[src/rtl/uart_pkg.sv]
// Shared definitions for the buffered UART transmitter.
// Optional feature macro: UART_TX_PARITY_EN (inserts an even-parity bit, 8E1).
package uart_pkg;

    typedef enum logic [2:0] {
        S_IDLE,
        S_START,
        S_DATA,
        S_PARITY,
        S_STOP
    } uart_state_t;

    localparam int CLOCK_PER_BIT_DEF = 434;

`ifdef UART_TX_PARITY_EN
    localparam int FRAME_BITS = 11;
`else
    localparam int FRAME_BITS = 10;
`endif

endpackage

[src/rtl/uart_byte_fifo.sv]
// Byte FIFO with wrap-bit pointers; overflowing pushes and empty pops are ignored.
module uart_byte_fifo #(
    parameter  int DEPTH = 4,
    localparam int AW    = $clog2(DEPTH),
    localparam int LW    = $clog2(DEPTH + 1)
) (
    input  logic          i_clk,
    input  logic          i_rst_n,
    input  logic          i_push,
    input  logic [7:0]    i_data,
    input  logic          i_pop,
    output logic [7:0]    o_data,
    output logic          o_full,
    output logic          o_empty,
    output logic [LW-1:0] o_level
);

    logic [7:0] r_mem [DEPTH];
    logic [AW:0] r_wptr;
    logic [AW:0] r_rptr;
    logic        w_push;
    logic        w_pop;

    assign o_full  = (r_wptr[AW] != r_rptr[AW]) && (r_wptr[AW-1:0] == r_rptr[AW-1:0]);
    assign o_empty = (r_wptr == r_rptr);
    assign o_level = LW'(r_wptr - r_rptr);
    assign o_data  = r_mem[r_rptr[AW-1:0]];

    // A push into a full FIFO is dropped even when a pop frees a slot on the same edge.
    assign w_push = i_push && !o_full;
    assign w_pop  = i_pop && !o_empty;

    always_ff @(posedge i_clk or negedge i_rst_n) begin
        if (!i_rst_n) begin
            r_wptr <= '0;
            r_rptr <= '0;
        end else begin
            if (w_push) r_wptr <= r_wptr + 1'b1;
            if (w_pop)  r_rptr <= r_rptr + 1'b1;
        end
    end

    always_ff @(posedge i_clk) begin
        if (w_push) r_mem[r_wptr[AW-1:0]] <= i_data;
    end

endmodule

[src/rtl/uart_tx_fifo.sv]
// Buffered UART transmitter: byte FIFO feeding an 8N1 (or 8E1 with UART_TX_PARITY_EN) serialiser.
// state    | meaning
// IDLE     | line high, waiting for a buffered byte
// START    | start bit (low)
// DATA     | data bits, LSB first, index in r_bit
// PARITY   | even parity of the byte (UART_TX_PARITY_EN only)
// STOP     | stop bit (high); pops straight into the next frame if data is waiting
import uart_pkg::*;

module uart_tx_fifo #(
    parameter  int CLOCK_PER_BIT = CLOCK_PER_BIT_DEF,
    parameter  int FIFO_DEPTH    = 4,
    localparam int LW            = $clog2(FIFO_DEPTH + 1)
) (
    input  logic          i_clk,
    input  logic          i_rst_n,
    input  logic [7:0]    i_data,
    input  logic          i_valid,
    output logic          o_ready,
    output logic          o_tx,
    output logic          o_busy,
    output logic [LW-1:0] o_fifo_level
);

    localparam int CW = $clog2(CLOCK_PER_BIT);

    uart_state_t r_state, w_state_next;
    logic [CW-1:0] r_cnt, w_cnt_next;
    logic [7:0]    r_shift, w_shift_next;
    logic [2:0]    r_bit, w_bit_next;
    logic          r_tx, w_tx_next;
    logic          w_pop;
    logic          w_last;
    logic          w_full;
    logic          w_empty;
    logic [7:0]    w_fifo_data;
`ifdef UART_TX_PARITY_EN
    logic          r_parity;
`endif

    uart_byte_fifo #(.DEPTH(FIFO_DEPTH)) u_fifo (
        .i_clk   (i_clk),
        .i_rst_n (i_rst_n),
        .i_push  (i_valid),
        .i_data  (i_data),
        .i_pop   (w_pop),
        .o_data  (w_fifo_data),
        .o_full  (w_full),
        .o_empty (w_empty),
        .o_level (o_fifo_level)
    );

    assign w_last  = (r_cnt == CW'(CLOCK_PER_BIT - 1));
    assign o_ready = !w_full;
    assign o_tx    = r_tx;
    assign o_busy  = (r_state != S_IDLE);

    always_comb begin
        w_state_next = r_state;
        w_cnt_next   = w_last ? '0 : r_cnt + 1'b1;
        w_shift_next = r_shift;
        w_bit_next   = r_bit;
        w_pop        = 1'b0;
        case (r_state)
            S_IDLE: begin
                w_cnt_next = '0;
                if (!w_empty) begin
                    w_pop        = 1'b1;
                    w_shift_next = w_fifo_data;
                    w_state_next = S_START;
                end
            end
            S_START: begin
                if (w_last) begin
                    w_bit_next   = 3'd0;
                    w_state_next = S_DATA;
                end
            end
            S_DATA: begin
                if (w_last) begin
                    if (r_bit == 3'd7) begin
`ifdef UART_TX_PARITY_EN
                        w_state_next = S_PARITY;
`else
                        w_state_next = S_STOP;
`endif
                    end else begin
                        w_shift_next = {1'b0, r_shift[7:1]};
                        w_bit_next   = r_bit + 3'd1;
                    end
                end
            end
`ifdef UART_TX_PARITY_EN
            S_PARITY: begin
                if (w_last) w_state_next = S_STOP;
            end
`endif
            S_STOP: begin
                if (w_last) begin
                    if (!w_empty) begin
                        w_pop        = 1'b1;
                        w_shift_next = w_fifo_data;
                        w_state_next = S_START;
                    end else begin
                        w_state_next = S_IDLE;
                    end
                end
            end
            default: w_state_next = S_IDLE;
        endcase
    end

    // The line level is registered for the state being entered so o_tx changes on the transition edge.
    always_comb begin
        w_tx_next = 1'b1;
        case (w_state_next)
            S_START:  w_tx_next = 1'b0;
            S_DATA:   w_tx_next = w_shift_next[0];
`ifdef UART_TX_PARITY_EN
            S_PARITY: w_tx_next = r_parity;
`endif
            default:  w_tx_next = 1'b1;
        endcase
    end

    always_ff @(posedge i_clk or negedge i_rst_n) begin
        if (!i_rst_n) begin
            r_state <= S_IDLE;
            r_cnt   <= '0;
            r_shift <= '0;
            r_bit   <= '0;
            r_tx    <= 1'b1;
        end else begin
            r_state <= w_state_next;
            r_cnt   <= w_cnt_next;
            r_shift <= w_shift_next;
            r_bit   <= w_bit_next;
            r_tx    <= w_tx_next;
        end
    end

`ifdef UART_TX_PARITY_EN
    always_ff @(posedge i_clk or negedge i_rst_n) begin
        if (!i_rst_n)   r_parity <= 1'b0;
        else if (w_pop) r_parity <= ^w_fifo_data;
    end
`endif

endmodule

[config.mk]
export PLATFORM = sky130hd
export DESIGN_NAME = uart_tx_fifo
export DESIGN_NICKNAME = d
export VERILOG_FILES = /design/src/rtl/uart_pkg.sv /design/src/rtl/uart_byte_fifo.sv /design/src/rtl/uart_tx_fifo.sv
export SDC_FILE = /design/constraint.sdc
export NUM_CORES = 1
export LEC_CHECK = 0
export ABC_AREA = 1
export BUFFER_PORTS_ARGS = -buffer_cell sky130_fd_sc_hd__buf_2
export CELL_PAD_IN_SITES_DETAIL_PLACEMENT = 0
export CELL_PAD_IN_SITES_GLOBAL_PLACEMENT = 1
export CORE_UTILIZATION = 45
export CTS_CLUSTER_DIAMETER = 120
export DETAILED_ROUTE_END_ITERATION = 10
export GPL_ROUTABILITY_DRIVEN = 0
export MAX_ROUTING_LAYER = met4
export PLACE_DENSITY = 0.85
export SKIP_LAST_GASP = 1
export SYNTH_ARGS = -nofsm -noshare
export SYNTH_HDL_FRONTEND = slang
export SYNTH_SLANG_ARGS = --single-unit
[constraint.sdc]
create_clock -name i_clk -period 2.41 [get_ports i_clk]
set_input_delay 0.241 -clock i_clk [delete_from_list [all_inputs] [get_ports i_clk]]
set_output_delay 0.241 -clock i_clk [all_outputs]
set_load 0.01 [all_outputs]
# Word-level counts from Yosys, hierarchy flattened
# Memories as Yosys holds them, arrays and structs flattened.
# Index checks and enable logic that the tools add are counted.
totals:
  ff_bits: 30
  ramBits: 32
  inputBits: 11
  output_inout_bits: 6
  memories: 1
memory_table:
  columns: ["memory", "depth", "word_bits", "rd", "rd_clocked_by_memory_dff", "write_ports", "line", "rtl"]
  rows:
  - ["u_fifo.r_mem", 4, 8, 1, 0, 1, "uart_byte_fifo.sv:18", "logic [7:0] r_mem [DEPTH];"]
op_classes:
  addsub: 5
  n_eq_ne: 14
  muxes: 24
  reduce_logical: 11
op_table:
  columns: ["op", "count"]
  rows:
  - ["$mux 8", 4]
  - ["$mux 3", 8]
  - ["$pmux 8 s3", 1]
  - ["$mux 9", 2]
  - ["$pmux 3 s4", 1]
  - ["$add 3x1->3 const B", 3]
  - ["$add 9x1->9 const B", 1]
  - ["$eq 9x9->1 const B", 1]
  - ["$ne 2x2->1 const B", 4]
  - ["$reduce_and 4->1", 2]
  - ["$eq 3x1->1 const B", 2]
  - ["$eq 3x2->1 const B", 2]
  - ["$eq 3x3->1 const B", 2]
  - ["$pmux 3 s2", 1]
  - ["$reduce_bool 3->1", 2]
  - ["$mux 1", 5]
  - ["$pmux 1 s2", 2]
  - ["$eq 3x3->1", 1]
  - ["$logic_and 1x1->1", 3]
  - ["$logic_not 3->1", 1]
  - ["$sub 3x3->3", 1]
  - ["$eq 2x2->1", 1]
  - ["$logic_not 1->1", 2]
  - ["$reduce_bool 2->1", 1]
  - ["$ne 1x1->1", 1]

# Longest topological paths before layout
# Gate-level depths: netlist (run 1).
depth:
  depth_word: 6
  mapped_depth: 11
  depth_no_buf: 11

# Modules after synthesis
# From an unflattened synthesis (run 1), not the netlist that was laid out.
hier_totals:
  cells_unflattened: 309
  hier_area_um2: 3030.4
by_module_without_submodules:
  columns: ["module", "n_inst", "cells_each", "area_each_um2"]
  rows:
  - ["uart_byte_fifo", 1, 141, 1692.9]
  - ["uart_tx_fifo", 1, 168, 1337.5]

# Worst setup path after synthesis (run 1)
# No wires, ideal clock.
synth_path:
  path_kind: "register to register"
  start: "register u_fifo.r_rptr[1]"
  end: "memory u_fifo.r_mem[3][0] (enable)"
  t_arrival_ps: 1834
  required_time_ps: 2035
  slack_ps: 201
  stages_incl_launch_ff: 9
  path_cell_list: "dfrtp_1 > inv_1 > buf_2 > ha_1 > nand2_1 > inv_1 > nand3_1 > nand2_1 > nor2_1"
synth_between:
  elab_chain_cells: 6
synth_rtl:
  columns: ["element", "line", "rtl"]
  rows:
  - ["from (decl)", "uart_byte_fifo.sv:20", "logic [AW:0] r_rptr;"]
  - ["from (signal assigned)", "uart_byte_fifo.sv:39", "if (w_pop) r_rptr <= r_rptr + 1'b1;"]
  - ["$eq 2x2->1", "uart_byte_fifo.sv:24", "assign o_full = (r_wptr[AW] != r_rptr[AW]) && (r_wptr[AW-1:0] == r_rptr[AW-1:0]);"]
  - ["$logic_and 1x1->1", "uart_byte_fifo.sv:24", null]
  - ["$logic_not 1->1", null, null]
  - ["via o_ready", "uart_tx_fifo.sv:19", "output logic o_ready,"]
  - ["$logic_and 1x1->1", "uart_byte_fifo.sv:30", "assign w_push = i_push && !o_full;"]
  - ["$mux 1", "uart_byte_fifo.sv:44", "if (w_push) r_mem[r_wptr[AW-1:0]] <= i_data;"]
  - ["$mux 1 (not written as such)", "uart_byte_fifo.sv:44", null]
  - ["to (decl)", "uart_byte_fifo.sv:18", null]
# The timed path passes the listed nets, and every way through them passes these cells.

# Worst setup path after layout (run 1)
layout_path:
  start: "register u_fifo.r_rptr[1]"
  end: "memory u_fifo.r_mem[2][3] (enable)"
layout_between:
  elab_chain_cells: 6
layout_rtl:
  columns: ["element", "line"]
  rows:
  - ["$eq 2x2->1", "uart_byte_fifo.sv:24"]
  - ["$logic_and 1x1->1", "uart_byte_fifo.sv:24"]
  - ["$logic_not 1->1", "uart_byte_fifo.sv:30"]
  - ["$logic_and 1x1->1", "uart_byte_fifo.sv:30"]
  - ["$mux 1", "uart_byte_fifo.sv:44"]
  - ["$mux 1 (not written as such)", "uart_byte_fifo.sv:44"]
# No other way between the ends.

==> results of run 1 <==
## cell usage after synthesis, types with 2 or more instances
cell      instances  area, um2
edfxtp_1         32      960.9
o22ai_1           6      37.54
nand2_2           4      25.02
a21oi_1           5      25.02
nor3b_1           2      15.01
buf_2             3      15.01
inv_1            25      93.84
nor2_1           36      135.1
xnor2_1           2      17.52
nor2_4            2      22.52
nand2_1          55      206.5
inv_2             2      7.510
o21ai_1           2      10.01
nand3_1          14      70.07
ha_1             11      137.6
o21ai_0          17      85.08
dfrtp_1          29      725.7
nand2_4           3      33.78
xor2_1            5      43.79
nor2_2            3      18.77
## final cells by class
class	instances	area, um2	share of cell area, %
clock buffer	9	123.9	3.811
clock inverter	7	98.84	3.041
inverter	28	107.6	3.310
multi-input combinational	177	985.9	30.33
sequential	62	1713	52.69
tap	75	93.84	2.887
timing repair buffer	22	127.6	3.926
## per-layer routing
layer	track usage [%]	vias to the layer above	part of all wire (%)
met1	21.95	884	46
li1	-	954	-
met4	7.679	0	1.3
met5	-	-	0
met2	30.00	42	48
met3	6.742	6	4.1
## power breakdown
group	internal, mW	switching (mW)	total [mW]
Sequential	1.26	0.0567	1.32
Clock	0.584	0.402	0.986
Combinational	0.157	0.259	0.416
Total	2.00	0.718	2.72
## flip-flops by register name, indices dropped and copies added, names as in the netlist
register,cells
o_tx,1
r_bit,3
r_cnt,9
r_shift,8
r_state,3
u_fifo.r_mem,32
u_fifo.r_rptr,3
u_fifo.r_wptr,3
## metrics by stage
step | setup slack (ps) | area, um2 | std cells | hold WS, ps | utilization, %
final | 289.9 | 3251 | 380 | 132.6 | 54.26
after global routing | 75.39 | 3251 | 380 | 117.4 | 54.26
after CTS | 295.7 | 3251 | 380 | 121.1 | 54.26
after detailed placement | 294.9 | 3018 | 363 | 317.6 | 50.38
after global placement | 365.0 | 3018 | 363 | 317.8 | 50.38
after floorplan | 201.4 | 2825 | 271 | -54.59 | -
## what timing repair did
item,in CTS,in global routing
hold endpoints to repair,29,0
setup endpoints to repair,0,0
hold buffers,1,0
## kinds of logic after synthesis
group           synth area share [%]
compound gates                 7.086
xor+xnor                       2.170
fa+ha+maj                      5.580
buf+inv                        4.473
flops                          60.63
simple gates                   20.06
## worst max path at each step
stage / from / endpoint / cells past startpoint / slack, ps
floorplan: u_fifo.r_rptr[1] / u_fifo.r_mem[3][0] / 8 / 200
global placement: u_fifo.r_rptr[1] / u_fifo.r_mem[3][2] / 8 / 370
detailed placement: u_fifo.r_rptr[1] / u_fifo.r_mem[2][3] / 8 / 290
CTS: u_fifo.r_rptr[1] / u_fifo.r_mem[2][3] / 8 / 300
global route: u_fifo.r_rptr[1] / u_fifo.r_mem[2][0] / 8 / 80
finish: u_fifo.r_rptr[1] / u_fifo.r_mem[2][3] / 8 / 290
## cell usage in the layout, fill, tap and decap left out, types with 3 or more instances in the layout
cell       n
clkbuf_8   9
dfrtp_1   29
a21oi_1    5
clkinv_4   3
nand3_1   14
ha_1      11
buf_4      5
nor2_1    36
edfxtp_1  32
buf_2     16
xor2_1     5
nand2_2    4
nand2_4    3
inv_1     25
nand2_1   55
nor2_2     3
o21ai_0   17
o22ai_1    6
==> flow_metrics.tcl, run 1 <==
set metrics [dict create \
    clk_latency_ps 340 \
    ios 17 \
    outcome "completed" \
    crit_type "reg -> reg" \
    holdPathStages 1 \
    dr.pass1.iters 4 \
    post_cts_buffers 0 \
    die_y_um 81.24 \
    syn_area_mm2 0.002825 \
    period_share_pct 87.97 \
    fin_crit_ps 2120 \
    setup_violations 0 \
    final_nets 323 \
    cpMaxStageDelayCell "dfrtp_1" \
    antenna_found_initial 0 \
    syn_area_per_cell_um2 10.43 \
    slowest_delay_ps 520 \
    area_delta_synth_final_pct 15.06 \
    drc 0 \
    drive_above_1_share_pct 18.36 \
    timing.rr.start "u_fifo.r_rptr[1]" \
    start_util_pct 47.16 \
    worstSetupStartpointType "register" \
    maxCapViolCount 0 \
    crit_required_ps 2450 \
    crit_buf_inv 3 \
    cts.path.max_buffers 2 \
    synth_cells 271 \
    core_area_mm2 0.005991 \
    route.detailed.wl_per_inst_um 13.60 \
    grt_overflow_total 0 \
    grt_pass1_wl_mm 8.466 \
    cts_resized 0 \
    hp-class "in -> reg" \
    via_per_inst 4.963 \
    power_mw 2.720 \
    fmax_mhz 471.7 \
    drt_iter0_markers 127 \
    tightestPinTransition_ps 681.9 \
    synth-seq-cells 62 \
    r2r_end "u_fifo.r_mem[2][3]" \
    r2r_cells 8 \
    crit_fanout 11 \
    grt_max_degree 31 \
    wl_mm 5.169 \
    clkSlewWorstSetupHoldPaths_ps 70 \
    power_density_mw_per_mm2 836.7 \
    synth-seq-area-share_pct 60.63 \
    drv_slew 0 \
    dr_total_vias 1886 \
    die_area_mm2 0.006599 \
    io_buffers 16 \
    rsz0062_at_grt "no" \
    grt_usage_pct 18.97 \
    die_x_um 81.24 \
    root_buffer "clkbuf_8" \
    vdd_drop_max_mv 0.5627 \
    hp-start "i_data[4]" \
    diodes 0 \
    reg2reg_slack_ps 290 \
    critPathArrivalTime_ps 2160 \
    cts_made_buffers 9 \
    synth_edf_count 32 \
    skew_ps 11.51 \
    syn_nets 294 \
    crit_path_end_kind "register" \
    detail-route-antenna-nets 0 \
    clock_sinks 62 \
    grt_pass1_vias 1772 \
    whs_endpoint "u_fifo.r_mem[3][4]" \
    p_leak_nw 1.439 \
    fin_tns_setup_ps 0 \
    crit_family "flip-flops" \
    ys.flop_type "edfxtp_1" \
    fp-row-count 28 \
    ys_types 33 \
    dpl.hpwl_mm 3.836 \
    cts_tree "built" \
    num-fill-cells 539 \
    synth_warnings 0 \
    finalHoldViolCount 0 \
    max_slew_margin_pct 54.54 \
    synthArstFlopShare_pct 48.39 \
    h-tree-depth 3 \
    path_cells "inv_1 -> ha_1 -> nand2_1 -> inv_1 -> nand3_1 -> nand2_1 -> nor2_1 -> buf_4" \
]
(Power assumes the default switching activity.)
==> run 2, diff against run 1 <==
CORE_MARGIN = 2   (was not set)
GPL_TIMING_DRIVEN = 0   (was not set)
HOLD_SLACK_MARGIN = 0.02   (was not set)
==> flow_metrics.tcl, run 2 (same netlist as run 1, synthesis figures left out) <==
set metrics [dict create \
    r2r_cells 9 \
    largest_reg_flops 32 \
    internal_power_mw 1.950 \
    crit_required_ps 2460 \
    start_util_pct 47.16 \
    route.detailed.wl_per_inst_um 12.80 \
    detail-route-antenna-nets 0 \
    die_area_mm2 0.006928 \
    cts_tree "built" \
    final_cell_mix "55 x nand2_1, 32 x nor2_1, 32 x edfxtp_1" \
    drv_slew 0 \
    pre_cts_ws_ps -328.3 \
    cts.path.max_buffers 2 \
    wl_mm 4.916 \
    hp-class "in -> reg" \
    max_slew_margin_pct 53.83 \
    tightestPinTransition_ps 692.6 \
    grt_pass1_wl_mm 8.135 \
    holdPathStages 1 \
    crit_fanout 10 \
    drive_above_1_share_pct 20.39 \
    setup_violations 0 \
    fp-row-count 28 \
    p_leak_nw 1.446 \
    final_nets 327 \
    outcome "completed" \
    fmax_mhz 445.4 \
    grt_overflow_total 0 \
    die_x_um 83.24 \
    clock_sinks 62 \
    crit_type "reg -> reg" \
    power_mw 2.709 \
    critPathArrivalTime_ps 2300 \
    area_delta_synth_final_pct 17.32 \
    worstSetupStartpointType "register" \
    drc 0 \
    maxCapViolCount 0 \
    root_buffer "clkbuf_8" \
    clk_latency_ps 340 \
    setup_ws_ps 164.8 \
    cts_made_buffers 9 \
    seqPwrFrac_pct 48.2 \
    skew_ps 5.885 \
    io_buffers 16 \
    clkSlewWorstSetupHoldPaths_ps 70 \
    crit_path_end_kind "register" \
    p_clk_share_pct 33.1 \
    finalHoldViolCount 0 \
    core_area_mm2 0.005991 \
    antenna_found_initial 0 \
    fin_tns_setup_ps 0 \
    dpl.hpwl_mm 3.332 \
    regArea_mm2 0.001714 \
    h-tree-depth 3 \
    num-fill-cells 534 \
    vdd_drop_max_mv 0.4741 \
    final_common_cell "nand2_1" \
    dr.pass1.iters 4 \
    dr_total_vias 1860 \
    power_density_mw_per_mm2 817.2 \
    drt_iter0_markers 85 \
    multiInputGateArea_mm2 0.001016 \
    power.switching_mw 0.7587 \
    utilization_pct 55.33 \
    ios 17 \
    grt_max_degree 31 \
    grt_pass1_vias 1730 \
    via_per_inst 4.844 \
    diodes 0 \
    switching_share_pct 28.01 \
    pwr-share-comb_pct 18.7 \
    fin_crit_ps 2245 \
    period_share_pct 93.16 \
    die_y_um 83.24 \
    grt_usage_pct 15.80 \
]
[run 2: changes by cell type in the layout (fill, tap and decap cells not counted), sizes merged]
cell      previous run  this run
clkinvlp             1         2
inv                 28        29
bufinv               2         1
clkbuf               9        11
clkinv               4         2
buf                 21        24
[run 2: layout make-up]
class	count	share of cell area, %
clock buffers	10	3.850
flip-flops and latches	62	51.72
well taps	75	2.831
inverters	28	3.247
clock inverters	6	2.152
repair buffers	22	4.983
multi-input cells	177	30.65
plain buffers	4	0.5663
[run 2: path summary, 6_finish.rpt]
| kind | startpoint | to | slack (ps) |
|---|---|---|---|
| worst max-delay path | u_fifo.r_rptr[1] | u_fifo.r_mem[3][7] | 160 |
| worst min-delay path | i_data[2] | u_fifo.r_mem[1][2] | 110 |
| worst max register to register | u_fifo.r_rptr[1] | u_fifo.r_mem[3][7] | 160 |
| worst min register to register | r_shift[6] | r_shift[5] | 490 |
| max in group asynchronous | i_rst_n | u_fifo.r_rptr[1] | 1440 |
| min in group asynchronous | i_rst_n | r_bit[2] | 480 |
[run 2: worst max-delay path: stages, from the launching register on]
cell,delay (ps)
dfrtp_2,500
inv_1,80
buf_2,190
ha_1,300
nand2_1,70
inv_1,80
nand3_1,90
nand2_1,290
nor2_4,220
buf_12,140
[run 2: metrics by stage]
| step | hold WS, ps | instance area, um2 | cells |
|---|---|---|---|
| after floorplan | -54.59 | 2825 | 271 |
| after global placement | 320.3 | 2999 | 362 |
| after detailed placement | 329.7 | 2999 | 362 |
| after CTS | 96.89 | 3223 | 379 |
| after global routing | 83.95 | 3314 | 384 |
| final | 114.3 | 3314 | 384 |
[run 2: timing repair]
| action | CTS | global route |
|---|---|---|
| buffers inserted | 0 | 5 |
| endpoints found under the hold margin | 29 | 0 |
| hold buffers | 1 | 0 |
| resized for setup | 5 | 4 |
| cloned | 0 | 0 |
| pin swaps | 0 | 4 |
| endpoints found under the setup margin | 33 | 33 |
[run 2: power by group through the flow]
stage	clock, mW	sequential, mW	combinational [mW]
2_1_floorplan	0	1.31	0.263
3_3_place_gp	0	1.33	0.388
3_5_place_dp	0	1.33	0.395
4_1_cts	0.925	1.31	0.418
5_1_grt	0.985	1.31	0.569
6_report	0.895	1.31	0.508
[run 2: per-layer routing]
layer  GRT usage [%]  wire length (um)  vias to the layer above
li1                -                 -                      964
met4           5.365                32                        0
met3           6.859               208                        2
met5               -                 0                        -
met2           23.83              2412                       36
met1           19.09              2262                      858
==> run 3, diff against run 2 <==
clock period = 2.3 ns   (was 2.41 ns; I/O delays follow)
==> flow_metrics.tcl, run 3 (same netlist as run 1, synthesis figures left out) <==
set metrics [dict create \
    outcome "completed" \
    largest_reg_flops 32 \
    fmax_mhz 470.5 \
    crit_path_frequent_cell "inv_1" \
    internal_power_mw 2.051 \
    dr.pass1.iters 4 \
    grt_max_degree 31 \
    power_density_mw_per_mm2 859.0 \
    p_leak_nw 1.443 \
    route.detailed.wl_per_inst_um 12.88 \
    setup_ws_ps 174.5 \
    final_cell_mix "54 x nand2_1, 32 x nor2_1, 32 x edfxtp_1" \
    pre_cts_ws_ps -438.3 \
    fp-row-count 28 \
    grt_overflow_total 0 \
    root_buffer "clkbuf_8" \
    setup_violations 0 \
    die_y_um 83.24 \
    p_clk_share_pct 32.9 \
    multiInputGateArea_mm2 0.001018 \
    clkSlewWorstSetupHoldPaths_ps 70 \
    skew_ps 4.814 \
    max_slew_margin_pct 54.77 \
    drt_iter0_markers 85 \
    switching_share_pct 28.14 \
    critPathArrivalTime_ps 2180 \
    h-tree-depth 3 \
    finalHoldViolCount 0 \
    antenna_found_initial 0 \
    clk_latency_ps 340 \
    io_buffers 16 \
    clock_sinks 62 \
    crit_type "reg -> reg" \
    grt_pass1_vias 1760 \
    maxCapViolCount 0 \
    ios 17 \
    fin_tns_setup_ps 0 \
    dpl.hpwl_mm 3.332 \
    num-fill-cells 534 \
    slowest_delay_ps 500 \
    die_x_um 83.24 \
    period_share_pct 92.41 \
    cts_made_buffers 9 \
    cpMaxStageDelayCell "dfrtp_2" \
    crit_path_end_kind "register" \
    hp-class "in -> reg" \
    dr_total_vias 1862 \
    path_cells "inv_1 -> buf_2 -> ha_1 -> nand2_1 -> inv_1 -> nand3_1 -> nand2_2 -> nor2_4 -> buf_12" \
    cts_tree "built" \
    detail-route-antenna-nets 0 \
    crit_buf_inv 4 \
    crit_fanout 10 \
    power.switching_mw 0.8030 \
    fin_crit_ps 2125 \
    crit_required_ps 2350 \
    wl_mm 4.933 \
    start_util_pct 47.16 \
    pwr-share-comb_pct 19.1 \
    die_area_mm2 0.006928 \
    drv_slew 0 \
    cts.path.max_buffers 2 \
    grt_pass1_wl_mm 8.280 \
    area_delta_synth_final_pct 17.58 \
    final_common_cell "nand2_1" \
    core_area_mm2 0.005991 \
    final_nets 326 \
    rsz0062_at_grt "no" \
    crit_family "simple AND/OR/NAND/NOR gates" \
    grt_usage_pct 16.13 \
    tightestPinTransition_ps 678.5 \
    drc 0 \
    seqPwrFrac_pct 48.0 \
    vdd_drop_max_mv 0.4969 \
    worstSetupStartpointType "register" \
    utilization_pct 55.45 \
    diodes 0 \
    regArea_mm2 0.001714 \
    via_per_inst 4.862 \
    drive_above_1_share_pct 20.45 \
]
-- run 3: cell types whose count changed in the layout (fill, tap and decap cells not counted) --
| cell | delta |
|---|---|
| nand2_1 | -1 |
| buf_12 | +1 |
| nand2_2 | +1 |
| buf_4 | -2 |
-- run 3: cell type report --
class                   instances  area share [%]
clock inverters                 6           2.147
inverters                      28           3.239
plain buffers                   4          0.5650
flip-flops and latches         62           51.60
repair buffers                 21           5.122
clock buffers                  10           3.842
well taps                      75           2.825
multi-input cells             177           30.66
-- run 3: per-stage QoR --
stage	instance area, um2	cells	total power [mW]	hold slack (ps)
after floorplan	2825	271	1.653	-65.59
after global placement	2999	362	1.796	309.3
after detailed placement	2999	362	1.809	318.7
after CTS	3319	383	2.880	85.89
after global routing	3322	383	3.015	72.95
final	3322	383	2.854	104.7
-- run 3: path summary, 6_finish.rpt --
path                                 endpoint              from  cells past startpoint  slack [ps]
max reg2reg                u_fifo.r_mem[3][7]  u_fifo.r_rptr[1]                      9         170
max in group asynchronous    u_fifo.r_rptr[1]           i_rst_n                      2        1350
max                        u_fifo.r_mem[3][7]  u_fifo.r_rptr[1]                      9         170
min in group asynchronous            r_bit[2]           i_rst_n                      2         470
min reg2reg                        r_shift[5]        r_shift[6]                      2         490
min                        u_fifo.r_mem[0][1]         i_data[1]                      1         100
-- run 3: power by group through the flow --
stage	Clock [mW]	Combinational, mW	Sequential, mW
6_report	0.939	0.545	1.37
5_1_grt	1.03	0.605	1.38
4_1_cts	0.969	0.542	1.37
3_5_place_dp	0	0.414	1.39
3_3_place_gp	0	0.407	1.39
2_1_floorplan	0	0.275	1.38
-- run 3: what timing repair did --
| action | CTS | global route |
|---|---|---|
| gates resized for setup | 9 | 1 |
| hold buffers | 1 | 0 |
| endpoints found under the hold margin | 29 | 0 |
| pin swaps | 4 | 0 |
| setup endpoints to repair | 33 | 33 |
| setup buffers | 4 | 0 |
-- run 3: per-layer routing --
metal,global-route usage (%),vias to the layer above,wire length [um]
met4,5.365,0,32
met1,19.35,857,2205
met5,-,-,0
li1,-,962,-
met3,6.859,2,223
met2,24.63,41,2471
